$ cat src/rtl/sale_req_if.sv
// ============================================================================
// Module   : sale_req_if
// Purpose  : Purchase handshake bundle between the host/sequencer and sale_req.
// Revision : 1.0  initial release
// ============================================================================
`default_nettype none

interface sale_req_if;
  logic       req;
  logic       pay;
  logic [3:0] sl;
  logic [1:0] slif;
  logic       busy;
  logic       done;
  logic       err;
  logic [7:0] txn_cnt;

  // Environment side: host request/payment plus sequencer step pulses
  modport master (
    output req, pay, sl,
    input  slif, busy, done, err, txn_cnt
  );

  // Controller side
  modport slave (
    input  req, pay, sl,
    output slif, busy, done, err, txn_cnt
  );
endinterface

`default_nettype wire

$ cat src/rtl/sale_req.sv
// ============================================================================
// Module   : sale_req
// Purpose  : Sale transaction controller; walks the sequencer through
//            start/pay/step2/step3 with timeouts and a completed-txn counter.
// Revision : 1.0  initial release
// ============================================================================
`default_nettype none

module sale_req #(
  parameter logic [7:0] TMO = 8'd15
) (
  input  wire logic   clk,
  input  wire logic   rset,
  sale_req_if.slave   bus
);

  typedef enum logic [2:0] {
    IDLE  = 3'd0,
    REQ   = 3'd1,
    PAY   = 3'd2,
    ACK1  = 3'd3,
    WAIT2 = 3'd4,
    WAIT3 = 3'd5
  } state_t;

  // Counter value at the edge that completes the TMO-th waiting cycle
  localparam logic [7:0] TMO_LAST = TMO - 8'd1;

  state_t     state;
  logic [7:0] tmo_cnt;

  always_ff @(posedge clk or negedge rset) begin
    if (!rset) begin
      state       <= IDLE;
      tmo_cnt     <= 8'h00;
      bus.slif    <= 2'b00;
      bus.busy    <= 1'b0;
      bus.done    <= 1'b0;
      bus.err     <= 1'b0;
      bus.txn_cnt <= 8'h00;
    end else begin
      bus.done <= 1'b0;
      bus.err  <= 1'b0;
      case (state)
        IDLE: begin
          if (bus.req) begin
            state    <= REQ;
            tmo_cnt  <= 8'h00;
            bus.slif <= 2'b01;
            bus.busy <= 1'b1;
          end
        end
        REQ: begin
          if (bus.sl[0]) begin
            state    <= PAY;
            bus.slif <= 2'b00;
          end else if (tmo_cnt == TMO_LAST) begin
            state    <= IDLE;
            bus.slif <= 2'b00;
            bus.busy <= 1'b0;
            bus.err  <= 1'b1;
          end else begin
            tmo_cnt <= tmo_cnt + 8'd1;
          end
        end
        PAY: begin
          // Payment may take arbitrarily long; no timeout here
          if (bus.pay) begin
            state    <= ACK1;
            tmo_cnt  <= 8'h00;
            bus.slif <= 2'b10;
          end
        end
        ACK1: begin
          if (bus.sl[1]) begin
            state    <= WAIT2;
            bus.slif <= 2'b00;
          end else if (tmo_cnt == TMO_LAST) begin
            state    <= IDLE;
            bus.slif <= 2'b00;
            bus.busy <= 1'b0;
            bus.err  <= 1'b1;
          end else begin
            tmo_cnt <= tmo_cnt + 8'd1;
          end
        end
        WAIT2: begin
          if (bus.sl[2]) begin
            state <= WAIT3;
          end else begin
            state    <= IDLE;
            bus.busy <= 1'b0;
            bus.err  <= 1'b1;
          end
        end
        WAIT3: begin
          state    <= IDLE;
          bus.busy <= 1'b0;
          if (bus.sl[3]) begin
            bus.done    <= 1'b1;
            bus.txn_cnt <= bus.txn_cnt + 8'd1;
          end else begin
            bus.err <= 1'b1;
          end
        end
        default: begin
          state    <= IDLE;
          bus.slif <= 2'b00;
          bus.busy <= 1'b0;
        end
      endcase
    end
  end

endmodule

`default_nettype wire

$ cat src/flat_wrapper.sv
// flat-port wrapper written by rule: the top's interface ports become plain ports
module sale_req_flat 
#(
  parameter logic [7:0] TMO = 8'd15
)
  (clk, rset, bus_req, bus_pay, bus_sl, bus_slif, bus_busy, bus_done, bus_err, bus_txn_cnt);
  sale_req_if bus_i ();
  input  wire logic clk;
  input  wire logic rset;
  input wire logic [$bits(bus_i.req)-1:0] bus_req;
  input wire logic [$bits(bus_i.pay)-1:0] bus_pay;
  input wire logic [$bits(bus_i.sl)-1:0] bus_sl;
  output wire logic [$bits(bus_i.slif)-1:0] bus_slif;
  output wire logic [$bits(bus_i.busy)-1:0] bus_busy;
  output wire logic [$bits(bus_i.done)-1:0] bus_done;
  output wire logic [$bits(bus_i.err)-1:0] bus_err;
  output wire logic [$bits(bus_i.txn_cnt)-1:0] bus_txn_cnt;
  assign bus_i.req = bus_req;
  assign bus_i.pay = bus_pay;
  assign bus_i.sl = bus_sl;
  assign bus_slif = bus_i.slif;
  assign bus_busy = bus_i.busy;
  assign bus_done = bus_i.done;
  assign bus_err = bus_i.err;
  assign bus_txn_cnt = bus_i.txn_cnt;
  sale_req #(.TMO(TMO)) u_core (.clk(clk), .rset(rset), .bus(bus_i));
endmodule
$ cat config.mk
export PLATFORM = sky130hd
export DESIGN_NAME = sale_req_flat
export DESIGN_NICKNAME = d
export VERILOG_FILES = /design/src/rtl/sale_req_if.sv /design/src/rtl/sale_req.sv /design/src/flat_wrapper.sv
export SDC_FILE = /design/constraint.sdc
export NUM_CORES = 1
export LEC_CHECK = 0
export ABC_AREA = 1
export ABC_CLOCK_PERIOD_IN_PS = 1500
export CAP_MARGIN = 0
export CORE_UTILIZATION = 52
export DETAILED_ROUTE_END_ITERATION = 8
export GPL_ROUTABILITY_DRIVEN = 0
export PLACE_DENSITY = 0.72
export SYNTH_ARGS = -nofsm -noshare
export SYNTH_HDL_FRONTEND = slang
export SYNTH_SLANG_ARGS = --single-unit
$ cat constraint.sdc
create_clock -name clk -period 1.5 [get_ports clk]
set_input_delay 0.225 -clock clk [delete_from_list [all_inputs] [get_ports clk]]
set_output_delay 0.225 -clock clk [all_outputs]
set_load 0.01 [all_outputs]
== After elaboration in Yosys (flattened, before gate mapping) ==
Cells that the tools add are included.
Storage, ports and cells
  output and inout bits: 13
  logic and storage cells: 63
  input bits: 8
  bits in registers: 24
Cells by class
  bitwise gates (word level): 2
  equality and inequality tests: 11
  add/subtract/negate cells: 2
  multiplexer cells: 33
  reduce and logical (&&, ||, !) cells: 8
Operators by type and width (number)
  8-bit two-way mux: 5
  8-bit case mux with 4 select lines: 1
  3-bit two-way mux: 6
  8-bit by 1-bit adder with 8-bit output, second input constant: 2
  3-bit case mux with 5 select lines: 1
  1-bit two-way mux: 12
  2-bit two-way mux: 5
  2-bit inequality test, second input constant: 5
  2-bit case mux with 5 select lines: 1
  5-bit AND reduction: 2
  8-bit by 4-bit equality test with 1-bit output, second input constant: 1
  3-bit by 2-bit equality test with 1-bit output, second input constant: 2
  3-bit equality test, second input constant: 2
  1-bit case mux with 5 select lines: 1
  1-bit case mux with 4 select lines: 1
  2-bit AND reduction: 2
  4-bit nonzero test: 1
  3-bit by 1-bit equality test with 1-bit output, second input constant: 1
  3-bit zero test: 1
  3-bit AND reduction: 1
  1-bit inverter: 2
  2-bit OR reduction: 1

== Depth between registers and ports, before layout ==
  depth in word-level cells: 4
  mapped depth: 9
  gate-level depth less buffers: 9

== Worst setup path after synthesis ==
OpenSTA, ideal clock, no wires.
  path type: reg2reg
  start: register u_core.tmo_cnt[0]
  end: register u_core.state[0]
  period minus slack after synthesis: 1.280 ns
  arrival: 1.163 ns
  cell stages (with the launch flop): 10
  path buffers: 0
  data required time: 1.384 ns
  library setup time: 0.116 ns
  setup slack: 0.220 ns
  cell sequence: dfrtp_1 -> inv_1 -> ha_1 -> nand2_1 -> nor2_1 -> nand2_1 -> nand2_2 -> inv_1 -> nor2_1 -> nor2_1
Between the ends
  cells in the longest elaborated chain, start to end: 4
  elaborated cells between the ends (all ways): 5
  classes of those cells: 1 x eq/ne; 4 x mux
Ends and longest elaborated chain
  from (decl): line sale_req.sv:30  | logic [7:0] tmo_cnt;
  from (signal assigned): line sale_req.sv:63  | tmo_cnt <= tmo_cnt + 8'd1;
  from (signal assigned): line sale_req.sv:84  | tmo_cnt <= tmo_cnt + 8'd1;
  8-bit by 4-bit equality test with 1-bit output (*): line sale_req.sv:57, sale_req.sv:78
  3-bit two-way mux (*)
  3-bit two-way mux (on tied branches)
  3-bit case mux with 5 select lines (*)
  to (signal assigned): line sale_req.sv:55  | state <= PAY;
  to (signal assigned): line sale_req.sv:58  | state <= IDLE;
  to (signal assigned): line sale_req.sv:79  | state <= IDLE;
  to (decl): line sale_req.sv:29  | state_t state;
Every way passes the cells marked *; elsewhere a longest branch is shown, timed or not.
A chain may end at the register's enable or synchronous reset.

== Worst setup path in the final report ==
  start: register u_core.bus.txn_cnt[6]
  end: output bus_txn_cnt[6]
RTL lines
  from (decl): line sale_req_if.sv:27  | output slif, busy, done, err, txn_cnt
  from (signal assigned): line sale_req.sv:101  | bus.txn_cnt <= bus.txn_cnt + 8'd1;
  to (decl): line flat_wrapper.sv:17  | output wire logic [$bits(bus_i.txn_cnt)-1:0] bus_txn_cnt;
No word-level cell between the ends.

==> results_dict.tcl <==
set metrics [dict create \
    yosysUniqueCellTypes 30 \
    initial_core_util_pct 55.8 \
    cp.arrival_ns 1.22 \
    grt_start_max_net_pins 25 \
    critPathLaunchType "register" \
    path_cells "clkdlybuf4s50_1" \
    vias 1305 \
    die_h_um 56.9 \
    core_area_mm2 0.00281 \
    grt_first_pass_wirelength_mm 5.59 \
    ant_nets 0 \
    final_area_mm2 0.00191 \
    drc_errors 0 \
    n_antenna_cell 0 \
    die-width_um 56.9 \
    syn_nets 205 \
    path_depth 1 \
    status "complete, no violations" \
    routed_via_density 5.04 \
    hold_ws_ns 0.267 \
    wl_mm 3.16 \
    fmaxAchievable_mhz 691 \
    cp_slowest_cell "clkdlybuf4s50_1" \
    drv_cap 0 \
    rows 19 \
    synth_seq_cells 24 \
    p_leak_uw 0.00101 \
    crit_fanout 2 \
    dp_cells 250 \
    netlist_area_mm2 0.00157 \
    drive_gt1_share_pct 24.6 \
    slew_violations 0 \
    required_ns 1.27 \
    path_class "reg2out" \
    seq_area_frac_synth_pct 38.3 \
    dieArea_mm2 0.00324 \
    finalHoldViolations 0 \
    final_nets 241 \
    clk_path_buf_depth 2 \
    fin_crit_sh_pct 96.5 \
    yosysTopAreaCellShare_pct 38.3 \
    hold_path_class "in2async" \
    rsz0062_at_grt "false" \
    avgSynthCellArea_um2 8.07 \
    dp_hpwl_mm 2.43 \
    min_period_ns 1.45 \
    crit_buf_inv 1 \
    crit_start "u_core.bus.txn_cnt[6]$_DFFE_PN0P_" \
    synth_most_common_cell "nand2_1" \
    async_flop_share_pct 100 \
    grt_pass1_vias 1261 \
    portBuffers 20 \
    hold_buffers 0 \
    numCtsBuffers 3 \
    syn_inst 194 \
    crit_path_end_kind "output pin" \
    cts_tree "done" \
    place_area_mm2 0.00183 \
    clkTransAtPathRegs_ns 0.12 \
    grt_util_all_layers_pct 21.9 \
    finClkSkew_ns 0.00280 \
    avgRoutedWirePerCell_um 12.2 \
    io_pins 21 \
    root_buffer "clkbuf_4" \
    syn_to_final_growth_pct 22.0 \
    antenna_found_initial 0 \
    yosysWarnings 0 \
    vdd_drop_max_uv 711 \
    power_density_mw_per_mm2 1390 \
    setup_viol 0 \
    synth_edf_count 0 \
    critical_path.top_delay_family "buffers and inverters" \
    worst_slew_pin_slew_ns 0.335 \
    synth_top_flop_cell "dfrtp_1" \
    slew_headroom_pct 77.7 \
    timing.rr.end "u_core.tmo_cnt[5]$_DFFE_PN0P_" \
    dr.pass1.iters 4 \
    yosysTopAreaCell "dfrtp_1" \
    cts.sinks 24 \
    synth_common_cells "nand2_1 (71), dfrtp_1 (24), inv_1 (17)" \
    drtIter0Drc 49 \
    instances_no_fill 259 \
    rr_startpoint "u_core.state[0]$_DFFE_PN0N_" \
    rr_worst_depth 8 \
    rrSetupSlack_ns 0.12 \
    htreeDepth 1 \
    max_stage_delay_ns 0.54 \
    grt-ovfl-total 0 \
    crit_path_end "bus_txn_cnt[6]" \
    clk_latency_ns 0.30 \
    yosys-top-cells-area "dfrtp_1 (38%), nand2_1 (17%), inv_1 (4.1%), nand3_1 (3.8%), nor2_1 (3.6%)" \
]
per-layer routing:
| layer | vias to the layer above | GRT usage [%] | part of all wire (%) |
|---|---|---|---|
| met4 | 0 | 4.18 | 0.51 |
| met1 | 611 | 29.8 | 46 |
| li1 | 667 | - | - |
| met3 | 2 | 2.30 | 3.4 |
| met5 | - | 0 | 0 |
| met2 | 25 | 37.8 | 50 |
final cells by class:
class / count / area [um^2]
repair buffers: 34 / 309
inverters: 22 / 97.6
clock buffers: 3 / 22.5
well taps: 31 / 38.8
fillers: 236 / 895
flip-flops and latches: 24 / 606
multi-input cells: 145 / 837
registers in the layout, indices dropped and copies added (netlist names):
register / cells
u_core.bus.err: 1
u_core.state: 3
u_core.bus.slif: 2
u_core.bus.done: 1
u_core.bus.txn_cnt: 8
u_core.bus.busy: 1
u_core.tmo_cnt: 8
cells in the final DEF, fill, tap and decap left out, types with 2 or more instances in the layout:
master,count
dfrtp_2,4
nand2_2,4
xnor2_2,2
inv_1,17
dfrtp_1,20
xor2_1,4
nor2_1,14
dlymetal6s2s_1,2
nand3_4,2
nand3_2,4
clkbuf_4,3
nor2_4,5
nand3_1,12
buf_4,14
nor2_2,5
xnor2_1,3
inv_2,2
clkdlybuf4s50_1,17
nand4_1,2
ha_1,3
nand2_1,71
clkinv_2,2
nand2_4,4
power by group:
part,switching [uW],internal [uW]
logic,798,593
registers,208,792
clock network,177,93.5
cell families (layout without fill, tap and decap cells):
logic type,count (synthesis),in the layout,share of synthesized area [%]
and+or+nand+nor,129,129,43.2
buffers and inverters,25,59,8.39
DFF,24,24,38.3
xor gates and xnor gates,9,9,5.99
AOI/OAI and AO/OA,4,4,1.68
adders and majority gates,3,3,2.40
per-stage QoR:
step	TNS, ns	setup WS [ns]	power (uW)	utilization (%)
2_1_floorplan	0	0.220	1940	-
3_3_place_gp	0	0.0748	2330	65.3
3_5_place_dp	-0.171	-0.0304	2380	65.3
4_1_cts	0	0.00285	2670	67.5
5_1_grt	0	0.00224	2860	68.1
6_report	0	0.0530	2660	68.1
repair_timing:
action,in CTS,in global routing
endpoints found under the setup margin,14,15
gates resized for setup,3,5
buffers inserted,5,1
worst min path at each step:
stage / slack (ns) / to / startpoint
floorplan: -0.07 / u_core.bus.busy$_DFFE_PN0P_ / rset
global placement: 0.46 / u_core.bus.slif[0]$_DFFE_PN0P_ / u_core.bus.slif[0]$_DFFE_PN0P_
detailed placement: 0.47 / u_core.bus.slif[1]$_DFFE_PN0P_ / u_core.bus.slif[1]$_DFFE_PN0P_
CTS: 0.28 / u_core.state[2]$_DFFE_PN0N_ / rset
global route: 0.31 / u_core.bus.err$_DFF_PN0_ / rset
finish: 0.27 / u_core.state[2]$_DFFE_PN0N_ / rset
No activity file was read; power rests on OpenSTA's default activity.
